`src/rtl/mem_access_stage.sv`:
```
// ---------------------------------------------------------------------------
// mem_access_stage
//   Memory-access pipeline stage of the RV32I core, sitting between Execute
//   and Writeback. Holds the Execute result in the M register, issues loads
//   and stores to the data cache, aligns store data / byte enables, extracts
//   and extends load data, and produces a one-cycle retire pulse for
//   Writeback plus a forwarding tap of the ALU result held in M.
//
//   Optional feature macro: MISALIGN_TRAP_EN
//     defined   : misaligned half/word accesses skip the cache, retire the
//                 next cycle with wb_reg_we=0 and pulse misaligned_o.
//     undefined : no misaligned_o port; low offset bits are truncated to
//                 the natural alignment of the access size.
//
// Ports
//   clk, rst_n          clock, synchronous active-low reset
//   ex_*                instruction presented by Execute
//   stall               Execute must hold; ex_* not accepted this cycle
//   dc_req_*            cache request channel (valid/ready)
//   dc_resp_*           cache load response (one-cycle valid)
//   fwd_*               ALU result held in M for Execute's forwarding mux
//   wb_*                registered retire pulse towards Writeback
//   misaligned_o        (MISALIGN_TRAP_EN only) misalignment retire flag
// ---------------------------------------------------------------------------
module mem_access_stage #(
   parameter int XLEN   = 32,
   parameter int ADDR_W = 32
) (
   input  logic              clk,
   input  logic              rst_n,
   input  logic              ex_valid,
   input  logic [XLEN-1:0]   ex_result,
   input  logic [XLEN-1:0]   ex_store_data,
   input  logic [2:0]        ex_funct3,
   input  logic              ex_mem_we,
   input  logic              ex_mem_re,
   input  logic [4:0]        ex_rd,
   input  logic              ex_reg_we,
   output logic              stall,
   output logic              dc_req_valid,
   input  logic              dc_req_ready,
   output logic [ADDR_W-1:0] dc_req_addr,
   output logic              dc_req_we,
   output logic [XLEN-1:0]   dc_req_wdata,
   output logic [3:0]        dc_req_wmask,
   input  logic              dc_resp_valid,
   input  logic [XLEN-1:0]   dc_resp_data,
   output logic              fwd_valid,
   output logic [4:0]        fwd_rd,
   output logic [XLEN-1:0]   fwd_data,
   output logic              wb_valid,
   output logic [4:0]        wb_rd,
   output logic              wb_reg_we,
   output logic [XLEN-1:0]   wb_data
`ifdef MISALIGN_TRAP_EN
   ,
   output logic              misaligned_o
`endif
);

   typedef enum logic [1:0] {S_IDLE, S_ISSUE, S_WAIT} state_t;

   state_t            state_reg;

   // M register
   logic              m_valid_reg;
   logic [XLEN-1:0]   m_result_reg;
   logic [XLEN-1:0]   m_store_data_reg;
   logic [2:0]        m_funct3_reg;
   logic              m_we_reg;
   logic              m_re_reg;
   logic [4:0]        m_rd_reg;
   logic              m_reg_we_reg;

   // Writeback register
   logic              wb_valid_reg;
   logic [4:0]        wb_rd_reg;
   logic              wb_reg_we_reg;
   logic [XLEN-1:0]   wb_data_reg;
`ifdef MISALIGN_TRAP_EN
   logic              misaligned_reg;
`endif

   logic              m_is_mem;
   logic [1:0]        off;
   logic              is_byte;
   logic              is_half;
   logic              is_word;
   logic              misaligned;
   logic              done_alu;
   logic              done_store;
   logic              done_load;
   logic              retire;

   assign m_is_mem = m_we_reg | m_re_reg;
   assign off      = m_result_reg[1:0];
   // funct3[1:0] gives the size; 11 (undefined) falls into the word case.
   assign is_byte  = (m_funct3_reg[1:0] == 2'b00);
   assign is_half  = (m_funct3_reg[1:0] == 2'b01);
   assign is_word  = !is_byte && !is_half;

`ifdef MISALIGN_TRAP_EN
   assign misaligned = m_is_mem & ((is_half & off[0]) | (is_word & (off != 2'b00)));
`else
   assign misaligned = 1'b0;
`endif

   // Completion events; the retire register captures them at the next edge.
   // Misaligned accesses complete like ALU ops without touching the cache.
   assign done_alu   = m_valid_reg & (state_reg == S_IDLE) & (!m_is_mem | misaligned);
   assign done_store = (state_reg == S_ISSUE) & dc_req_ready & m_we_reg;
   assign done_load  = (state_reg == S_WAIT) & dc_resp_valid;
   assign retire     = done_alu | done_store | done_load;

   // Completion frees the stage in the same cycle so a new op can enter.
   assign stall = m_valid_reg & m_is_mem & !retire;

   // ---------------- store alignment ----------------
   logic [XLEN-1:0] st_wdata;
   logic [3:0]      st_wmask;

   always_comb begin
      st_wdata = m_store_data_reg;
      st_wmask = 4'b1111;
      if (is_byte) begin
         st_wdata = {4{m_store_data_reg[7:0]}};
         st_wmask = 4'b0001 << off;
      end else if (is_half) begin
         st_wdata = {2{m_store_data_reg[15:0]}};
         st_wmask = off[1] ? 4'b1100 : 4'b0011;
      end
      if (!m_we_reg) begin
         st_wmask = 4'b0000;
      end
   end

   assign dc_req_valid = (state_reg == S_ISSUE);
   assign dc_req_addr  = {m_result_reg[ADDR_W-1:2], 2'b00};
   assign dc_req_we    = m_we_reg;
   assign dc_req_wdata = st_wdata;
   assign dc_req_wmask = st_wmask;

   // ---------------- load extraction ----------------
   logic [7:0]  resp_byte [4];
   logic [7:0]  sel_byte;
   logic [15:0] sel_half;
   logic        sign_ext;
   logic [XLEN-1:0] load_val;

   for (genvar gi = 0; gi < 4; gi++) begin : g_resp_lane
      assign resp_byte[gi] = dc_resp_data[8*gi +: 8];
   end

   assign sel_byte = resp_byte[off];
   assign sel_half = off[1] ? dc_resp_data[31:16] : dc_resp_data[15:0];
   assign sign_ext = ~m_funct3_reg[2];   // LBU/LHU have funct3[2] set

   always_comb begin
      load_val = dc_resp_data;
      if (is_byte) begin
         load_val = {{24{sign_ext & sel_byte[7]}}, sel_byte};
      end else if (is_half) begin
         load_val = {{16{sign_ext & sel_half[15]}}, sel_half};
      end
   end

   // ---------------- M register ----------------
   always_ff @(posedge clk) begin
      if (!rst_n) begin
         m_valid_reg      <= 1'b0;
         m_result_reg     <= '0;
         m_store_data_reg <= '0;
         m_funct3_reg     <= 3'b000;
         m_we_reg         <= 1'b0;
         m_re_reg         <= 1'b0;
         m_rd_reg         <= 5'd0;
         m_reg_we_reg     <= 1'b0;
      end else if (!stall) begin
         m_valid_reg      <= ex_valid;
         m_result_reg     <= ex_result;
         m_store_data_reg <= ex_store_data;
         m_funct3_reg     <= ex_funct3;
         m_we_reg         <= ex_mem_we;
         m_re_reg         <= ex_mem_re;
         m_rd_reg         <= ex_rd;
         m_reg_we_reg     <= ex_reg_we;
      end
   end

   // ---------------- access FSM ----------------
   always_ff @(posedge clk) begin
      if (!rst_n) begin
         state_reg <= S_IDLE;
      end else begin
         unique case (state_reg)
            S_IDLE: begin
               if (m_valid_reg && m_is_mem && !misaligned) begin
                  state_reg <= S_ISSUE;
               end
            end
            S_ISSUE: begin
               if (dc_req_ready) begin
                  state_reg <= m_we_reg ? S_IDLE : S_WAIT;
               end
            end
            S_WAIT: begin
               // Responses seen in any other state are simply ignored.
               if (dc_resp_valid) begin
                  state_reg <= S_IDLE;
               end
            end
            default: state_reg <= S_IDLE;
         endcase
      end
   end

   // ---------------- retire register ----------------
   always_ff @(posedge clk) begin
      if (!rst_n) begin
         wb_valid_reg  <= 1'b0;
         wb_rd_reg     <= 5'd0;
         wb_reg_we_reg <= 1'b0;
         wb_data_reg   <= '0;
`ifdef MISALIGN_TRAP_EN
         misaligned_reg <= 1'b0;
`endif
      end else begin
         wb_valid_reg <= retire;
`ifdef MISALIGN_TRAP_EN
         misaligned_reg <= done_alu & misaligned;
`endif
         if (retire) begin
            wb_rd_reg     <= m_rd_reg;
            wb_reg_we_reg <= m_reg_we_reg & !m_we_reg & !misaligned;
            wb_data_reg   <= done_load ? load_val : m_result_reg;
         end
      end
   end

   assign wb_valid  = wb_valid_reg;
   assign wb_rd     = wb_rd_reg;
   assign wb_reg_we = wb_reg_we_reg;
   assign wb_data   = wb_data_reg;
`ifdef MISALIGN_TRAP_EN
   assign misaligned_o = misaligned_reg;
`endif

   // Loads never forward from M; load-use is resolved by the hazard unit.
   assign fwd_valid = m_valid_reg & !m_re_reg & !m_we_reg & m_reg_we_reg & (m_rd_reg != 5'd0);
   assign fwd_rd    = m_rd_reg;
   assign fwd_data  = m_result_reg;

endmodule
```
`config.mk`:
```
export PLATFORM = sky130hd
export DESIGN_NAME = mem_access_stage
export DESIGN_NICKNAME = d
export VERILOG_FILES = /design/src/rtl/mem_access_stage.sv
export SDC_FILE = /design/constraint.sdc
export NUM_CORES = 1
export LEC_CHECK = 0
export ABC_CLOCK_PERIOD_IN_PS = 4900
export BUFFER_PORTS_ARGS = -buffer_cell sky130_fd_sc_hd__buf_4
export CAP_MARGIN = 20
export CORE_ASPECT_RATIO = 1.4
export CORE_MARGIN = 2
export CORE_UTILIZATION = 37
export DETAILED_ROUTE_END_ITERATION = 8
export GPL_TIMING_DRIVEN = 1
export PLACE_DENSITY = 0.62
export SLEW_MARGIN = 0
export SYNTH_ARGS = -nofsm -noshare
export SYNTH_HDL_FRONTEND = slang
export SYNTH_SLANG_ARGS = --single-unit
```
`constraint.sdc`:
```
create_clock -name clk -period 4.9 [get_ports clk]
set_input_delay 0.245 -clock clk [delete_from_list [all_inputs] [get_ports clk]]
set_output_delay 0.245 -clock clk [all_outputs]
set_load 0.03 [all_outputs]
```
==> metrics.txt, run 1 <==
largest net degree at the start of global routing 76; Pwr Density between 300 and 400 nW/um^2; crit path to stall; clk root buf clkbuf_16; Sw Share around 28%; vias in the first global route roughly 5,600; CTS hold repair buffers 0; CTS resizes 0; status finished clean; Final Hold Fails 0; R2R Path End wb_data[20]$_SDFFE_PN0P_; GPL Wtd Cong between 0.8 and 0.9; most common cell in the netlist nand2_1; Critical Path Start state_reg[1]$_SDFFE_PN0P_; Synth top cells by count nand2_1, dfxtp_1, a21oi_1; area delta synth->final 39.7%; setup violators final 0; Peak Freq ~360 MHz; top cell type's share of synthesized area between 30% and 40%; Pleak approximately 0.0037 uW; CP Class flip-flop to primary output; Worst-path clk slew around 0.060 ns; Worst setup EP type primary output; Syn. warnings 0; Pins Over Slew Limit 0; Overflow after GRT 0; DRC viols 0; vias per cell about 5.1; routed wire length just under 20,000 microns; Ports 260; TritonCTS Buffers 17; ANT cells 0; reg2reg setup slack 2.11 ns; Worst slew margin 30.8%; Clock power frac a little under half; Post-synth EDFFs 0; asr flop ratio synth 0%; startpoint types flip-flop; register bit total from synthesis 117; internal power between 2000 and 2500 uW; Mapped Area around 6000 sq um; Data required, critical path approximately 4.7 ns; vias post-DR approximately 5,800; critical path arrival 2.56 ns; Starting DRT DRC Count 318; CTS sink cnt 117; ANT nets after route 0; CTS tree done; switching pwr around 860 uW; Die Span X between 100 and 150 microns; largest cells by area after synthesis dfxtp_1, nand2_1, a21oi_1, buf_4, mux2i_1; Reg area 2340 sq um; Cells after Synth between 700 and 800; Hold WS 0.0626 ns; Multi-input gate area roughly 2900 sq um; die area about 17,000 sq um; NumNets Final between 1,000 and 1,500; Reg-to-Reg Start state_reg[1]$_SDFFE_PN0P_; Die Span Y 153 microns; Clock Tree Buf Depth 2; register area share after synthesis between 30% and 40%; Mean Syn Cell Area roughly 8 sq um; core area approximately 16,000 sq um; Yosys top cell by area dfxtp_1; post-layout min period 2.81 ns; setup TNS 0 ns; Clock Latency Late Sink 0.41 ns; worst slew pin tran between 1 and 1.5 ns; unrepaired setup endpoints after global routing no; Layout Skew 0.0118 ns; fraction of layout cells with a size suffix above 1 ~35%; worst-path maximum fanout 40; post-CTS setup buffers 0; distinct cell type count after synthesis 48; Sequential Power Share roughly a third; final worst path period share between 50% and 60%; antenna violations before repair 0; Fillers between 1,500 and 2,000; Max Cap Viol 0; Pre-antenna DRT Iters 7; Final HPWL DP roughly 14,000 microns; Overall Global Routing Usage between 20 and 25%; ys flop type dfxtp_1; Hold WC Path Type input port to flip-flop; peak supply drop 203 uV; Combinational Power Share 19.7%; Reg2Reg Depth 4; Std-Cell Rows 54; htree depth 4; first-pass GRT wire length about 31,000 microns; Final Core Density 52.8%; PortBufs about 260; DR WL/cell between 15 and 20 microns; Initial Utilization 37.8%
power by group through the flow:
| stage | logic, uW | registers, uW | clock network [uW] |
|---|---|---|---|
| finish | 595 | 1070 | 1360 |
| floorplan | 335 | 1130 | 0 |
| global placement | 593 | 1090 | 0 |
| detailed placement | 596 | 1090 | 0 |
| CTS | 599 | 1070 | 1390 |
| global route | 637 | 1080 | 1430 |
logic make-up (layout without fill, tap and decap cells):
| logic type | after synthesis | count (layout) | share of synthesized area, % |
|---|---|---|---|
| DFF | 117 | 117 | 39.9 |
| muxes | 35 | 35 | 7.65 |
| AOI/OAI and AO/OA | 179 | 179 | 21.3 |
| buffers and inverters | 126 | 325 | 11.5 |
| and+or+nand+nor | 275 | 275 | 19.6 |
| other | 1 | 2 | 0.0639 |
critical path: stages, from the launching register on:
cell and delay [ns]:
dfxtp_1 0.56, nand3b_1 0.64, o2111ai_4 0.34, inv_2 0.32, buf_4 0.29
final cells by class:
type,count,area share (%)
clock inverter,12,2.47
timing repair buffer,263,24.1
sequential,117,28.6
tap,196,2.99
multi-input combinational,491,35.1
clock buffer,20,5.45
inverter,30,1.37
cell usage in the layout (no fill, tap or decap), types with 2 or more instances in the layout:
cell	n
nor3_1	3
clkbuf_1	2
mux2_2	9
inv_1	27
clkbuf_16	17
mux2i_1	19
nor2b_1	10
inv_2	3
bufinv_16	5
o22ai_1	12
o32ai_2	10
and3b_1	9
nand2b_1	2
buf_4	263
a31oi_1	9
a22o_1	14
or2_2	2
clkinv_4	4
a221o_1	6
dfxtp_1	116
conb_1	2
nand2_1	197
o21ai_1	2
o32ai_1	5
o21ai_0	17
nor2_1	43
mux4_2	7
a21oi_1	77
clkinv_2	2
a221oi_1	18
worst min-delay path by stage:
| stage | end | cells past startpoint | startpoint |
|---|---|---|---|
| 2_1_floorplan | m_valid_reg$_SDFFE_PN0N_ | 2 | ex_valid |
| 3_3_place_gp | m_store_data_reg[22]$_SDFFE_PN0N_ | 2 | m_store_data_reg[22]$_SDFFE_PN0N_ |
| 3_5_place_dp | m_store_data_reg[22]$_SDFFE_PN0N_ | 2 | m_store_data_reg[22]$_SDFFE_PN0N_ |
| 4_1_cts | m_valid_reg$_SDFFE_PN0N_ | 3 | ex_valid |
| 5_1_grt | m_valid_reg$_SDFFE_PN0N_ | 3 | ex_valid |
| 6_report | m_valid_reg$_SDFFE_PN0N_ | 3 | ex_valid |
layer usage:
metal  up-vias  wire, microns  share of wire [%]  track usage, %
li1       2843              -                  -               -
met1      2657           7910                 40            27.1
met2       228           9730                 50            38.3
met3        27           1520                7.8            6.94
met4         0            404                2.1            7.62
met5         -              0                  0               0
stage by stage:
stage	std cells	instance area (sq um)	power [uW]	setup WS, ns
finish	1129	8200	3030	2.09
global route	1129	8200	3140	1.84
CTS	1129	8200	3060	2.04
detailed placement	1097	7550	1680	2.12
global placement	1097	7550	1680	2.23
floorplan	734	5870	1460	2.81
Note: power is estimated with default switching activity, not from simulation.
==> inputs of run 2 (changes only) <==
--- a/config.mk
+++ b/config.mk
@@ -5,7 +5,7 @@
 export SDC_FILE = /design/constraint.sdc
 export NUM_CORES = 1
 export LEC_CHECK = 0
-export ABC_CLOCK_PERIOD_IN_PS = 4900
+export ABC_CLOCK_PERIOD_IN_PS = 2700
 export BUFFER_PORTS_ARGS = -buffer_cell sky130_fd_sc_hd__buf_4
 export CAP_MARGIN = 20
 export CORE_ASPECT_RATIO = 1.4
==> constraint.sdc (replaced) <==
create_clock -name clk -period 2.7 [get_ports clk]
set_input_delay 0.135 -clock clk [delete_from_list [all_inputs] [get_ports clk]]
set_output_delay 0.135 -clock clk [all_outputs]
set_load 0.03 [all_outputs]
==> metrics.txt, run 2 (synthesis gave the netlist of run 1 again) <==
Overall Global Routing Usage roughly a quarter; GPL Wtd Cong 0.885; critical path arrival 2.68 ns; largest net degree at the start of global routing between 70 and 80; Clock Tree Buf Depth 2; most frequent cells in the layout buf_4, nand2_1, dfxtp_1, a21oi_1, dlygate4sd3_1; CTS hold repair buffers slightly below 80; htree depth 4; Initial Utilization between 30% and 40%; worst slew pin tran 0.872 ns; Pins Over Slew Limit 0; CTS sink cnt 117; Post-Place Setup Slack between 0.2 and 0.3 ns; routed wire length roughly 21,000 microns; fraction of layout cells with a size suffix above 1 approximately a third; Worst setup EP type flip-flop; clk root buf clkbuf_16; final worst path period share 88.3%; fin area around 8900 sq um; Overflow after GRT 0; Routed met2 length around 10,000 microns; CTS resizes 0; NumNets Final roughly 1,100; CTS tree done; Met1 Wirelength ~8400 microns; Pleak just over 0.004 uW; Reg-to-Reg Start state_reg[1]$_SDFFE_PN0P_; worst-path maximum fanout 16; core area between 15,000 and 20,000 sq um; commonest non-fill, non-tap cell in the layout buf_4; Clock Latency Late Sink 0.41 ns; Hold WC Path Type input port to flip-flop; highest metal used met4; setup TNS 0 ns; Worst-path clk slew 0.05 ns; DR WL/cell 17.0 microns; HP Start dc_req_ready; Peak Freq ~420 MHz; unrepaired setup endpoints after global routing no; CP Class flip-flop to flip-flop; first-pass GRT wire length 32,200 microns; vias per cell between 5 and 6; Ports 260; Std-Cell Rows 54; Critical Path Start state_reg[1]$_SDFFE_PN0P_; Final HPWL DP 14,200 microns; Pwr Density approximately 580 nW/um^2; Fillers between 1,000 and 1,500; Worst slew margin between 40% and 50%; ANT nets after route 0; Die Span Y ~150 microns; met3 routed WL around 1400 microns; Starting DRT DRC Count approximately 300; startpoint types flip-flop; setup ws final 0.317 ns; post-CTS setup buffers 0; area delta synth->final 52.1%; post-layout min period 2.38 ns; DRC viols 0; setup violators final 0; Cell Count, Final, Fillers Out 1,213; Final Hold Fails 0; antenna violations before repair 1; vias post-DR a little over 6,000; peak supply drop ~330 uV; Data required, critical path about 3 ns; placed cells between 1,000 and 1,500; Max Cap Viol 0; status finished clean; die area between 15,000 and 20,000 sq um; Layout Skew approximately 0.0054 ns; Pre-antenna DRT Iters 5; Final Core Density 57.5%; Die Span X 110 microns; TritonCTS Buffers 17; vias in the first global route 5,999; Placed Area about 7600 sq um; PortBufs around 260
==> run 2: cell count changes in the layout (fill, tap and decap cells not counted) <==
cell / previous run / this run
clkinv_4: 4 / 0
diode_2: 0 / 1
buf_12: 0 / 2
clkinvlp_4: 1 / 4
dlygate4sd3_1: 0 / 77
buf_4: 263 / 268
clkinv_2: 2 / 5
bufinv_16: 5 / 0
clkbuf_8: 1 / 3
==> run 2: worst paths after layout <==
| path | endpoint | slack (ns) | cells after the start |
|---|---|---|---|
| worst max-delay path | wb_reg_we$_SDFFE_PN0P_ | 0.32 | 4 |
| worst min-delay path | state_reg[1]$_SDFFE_PN0P_ | 0.06 | 3 |
| worst max register to register | wb_reg_we$_SDFFE_PN0P_ | 0.32 | 4 |
| worst min register to register | m_store_data_reg[18]$_SDFFE_PN0N_ | 0.45 | 2 |
==> run 2: layout make-up <==
class                           count  area [sq um]  share of cell area (%)
Timing Repair Buffer              347          2820                    31.6
Inverter                           30           113                    1.26
Multi-Input combinational cell    491          2870                    32.2
Clock inverter                      9          55.1                   0.617
Clock buffer                       22           474                    5.31
Sequential cell                   117          2340                    26.2
Tap cell                          196           245                    2.75
Antenna cell                        1          2.50                  0.0280
==> run 2: power by group <==
part	total (uW)	switching [uW]	leakage, uW	internal (uW)
Combinational	1210	690	0.00281	518
Sequential	1920	95.7	0.000965	1830
Clock	2020	791	0.000254	1230
==> run 2: stage by stage <==
step | total power, uW | hold WS [ns]
6_report | 5150 | 0.0591
5_1_grt | 5370 | 0.108
4_1_cts | 5210 | 0.0459
3_5_place_dp | 3080 | 0.363
3_3_place_gp | 3070 | 0.377
2_1_floorplan | 2650 | 0.256
==> run 2: layer usage <==
layer	vias to the layer above	track usage, %
met5	-	0
met4	0	9.11
met3	30	6.11
met2	221	41.3
met1	2854	28.0
li1	3015	-
==> run 2: critical path: stages (launching register included) <==
cell     delay (ns)
dfxtp_1        0.42
and3b_1        0.43
o21ai_2        0.77
inv_2          0.32
a32o_1         0.34
==> inputs of run 3 (changes only) <==
--- a/config.mk
+++ b/config.mk
@@ -13,7 +13,7 @@
 export CORE_UTILIZATION = 37
 export DETAILED_ROUTE_END_ITERATION = 8
 export GPL_TIMING_DRIVEN = 1
-export PLACE_DENSITY = 0.62
+export PLACE_DENSITY_LB_ADDON = 0.3
 export SLEW_MARGIN = 0
 export SYNTH_ARGS = -nofsm -noshare
 export SYNTH_HDL_FRONTEND = slang
==> metrics.txt, run 3 (synthesis gave the netlist of run 1 again) <==
antenna violations before repair 1; HP Start dc_req_ready; unrepaired setup endpoints after global routing no; largest net degree at the start of global routing 76; Layout Skew 0.0124 ns; CTS resizes 0; worst-path maximum fanout 16; post-layout min period 2.33 ns; Overall Global Routing Usage about a quarter; Max Cap Viol 0; Critical Path Start state_reg[1]$_SDFFE_PN0P_; TritonCTS Buffers 17; Die Span Y between 150 and 200 microns; final worst path period share around 86%; Hold WC Path Type input port to flip-flop; Fillers between 1,000 and 1,500; Combinational Power Share 21.9%; Pre-antenna DRT Iters 5; CTS tree done; CTS sink cnt between 100 and 150; Final Hold Fails 0; Initial Utilization between 30% and 40%; Pwr Density roughly 600 nW/um^2; Clock Tree Buf Depth 2; Starting DRT DRC Count 380; met3 Resource Use GR 6.23%; Multi-input gate area roughly 2900 sq um; Final HPWL DP around 14,000 microns; grt met1 use between 20% and 30%; CP Class flip-flop to flip-flop; fraction of layout cells with a size suffix above 1 33.3%; core area approximately 16,000 sq um; Clock Latency Late Sink between 0.4 and 0.5 ns; GPL Wtd Cong 0.894; setup violators final 0; critical path arrival 2.64 ns; Die Span X 110 microns; Peak Freq 428 MHz; switching pwr 1640 uW; worst slew pin tran roughly 0.9 ns; DRC viols 0; vias post-DR 6,207; ANT nets after route 0; vias in the first global route approximately 6,000; DR WL/cell around 17 microns; status finished clean; Reg area around 2300 sq um; htree depth 4; area delta synth->final 53.9%; internal power 3890 uW; clk root buf clkbuf_16; NumNets Final 1,118; peak supply drop approximately 420 uV; crit-path leading delay family compound AO/OA/AOI/OAI gates; gr busiest metal met2; met2 GRT Util roughly two fifths; Clock power frac 43.3%; Worst setup EP type flip-flop; Worst slew margin between 40% and 50%; commonest non-fill, non-tap cell in the layout buf_4; Pleak around 0.0041 uW; die area approximately 17,000 sq um; setup TNS 0 ns; most frequent cells in the layout buf_4, nand2_1, dfxtp_1, a21oi_1, dlygate4sd3_1; highest-delay cell along the critical path o21ai_2; Tot Pwr 5530 uW; Reg-to-Reg Start state_reg[1]$_SDFFE_PN0P_; vias per cell between 5 and 6; Worst-path clk slew approximately 0.060 ns; Overflow after GRT 0; Hold WS 0.0572 ns; Std-Cell Rows 54; Sequential Power Share roughly a third; routed wire length between 20,000 and 25,000 microns; Data required, critical path roughly 3.0 ns; Sw Share 29.6%; startpoint types flip-flop; CP cell instances and3b_1, o21ai_2, inv_2, a32o_1; Ports 260; Buf+Inv Stages, Crit Path 1; slowest stage delay, CP roughly 0.75 ns; first-pass GRT wire length approximately 32,000 microns; PortBufs between 200 and 300; Pins Over Slew Limit 0
-- run 3: cell count changes in the layout (fill, tap and decap cells not counted), sizes merged --
cell / change
clkinvlp: -1
clkinv: -1
clkbuf: -2
inv: +1
bufinv: +4
buf: +2
-- run 3: area by class of cell --
type	instances	share of cell area, %
multi-input combinational	491	31.8
timing repair buffer	349	31.4
sequential	117	25.9
clock buffer	20	4.84
tap	196	2.72
clock inverter	12	1.98
inverter	30	1.25
antenna	1	0.0277
-- run 3: path summary, 6_finish.rpt --
kind                                       end  slack [ns]  depth (start not counted)
min reg2reg  m_store_data_reg[16]$_SDFFE_PN0N_        0.45                          2
max reg2reg             wb_reg_we$_SDFFE_PN0P_        0.37                          4
min                  state_reg[1]$_SDFFE_PN0P_        0.06                          3
max                     wb_reg_we$_SDFFE_PN0P_        0.37                          4
-- run 3: stage by stage --
stage	utilization, %	area [sq um]	std cells	setup WS, ns
floorplan	-	5870	734	0.719
global placement	49.2	7640	1106	0.395
detailed placement	49.2	7640	1106	0.361
CTS	58.1	9030	1215	0.360
global route	58.1	9030	1216	0.191
finish	58.1	9030	1216	0.366
-- run 3: per-layer routing --
| layer | up-vias | wire, microns | part of all wire (%) |
|---|---|---|---|
| met4 | 0 | 520 | 2.5 |
| met2 | 255 | 10700 | 51 |
| met5 | - | 0 | 0 |
| li1 | 3021 | - | - |
| met3 | 35 | 1540 | 7.4 |
| met1 | 2896 | 8190 | 39 |
-- run 3: power groups by stage --
stage | combinational (uW) | clock [uW] | sequential [uW]
floorplan | 608 | 0 | 2050
global placement | 1110 | 0 | 1960
detailed placement | 1110 | 0 | 1960
CTS | 1210 | 2430 | 1930
global route | 1290 | 2500 | 1940
finish | 1210 | 2390 | 1930
-- run 3: worst register-to-register path: stages (launching register included) --
cell	delay (ns)
dfxtp_1	0.42
and3b_1	0.40
o21ai_2	0.75
inv_2	0.32
a32o_1	0.34
-- run 3: timing repair --
action                                 4_1_cts  5_1_grt
hold buffers                                77        0
setup buffers                                0        0
endpoints found under the hold margin       77        0
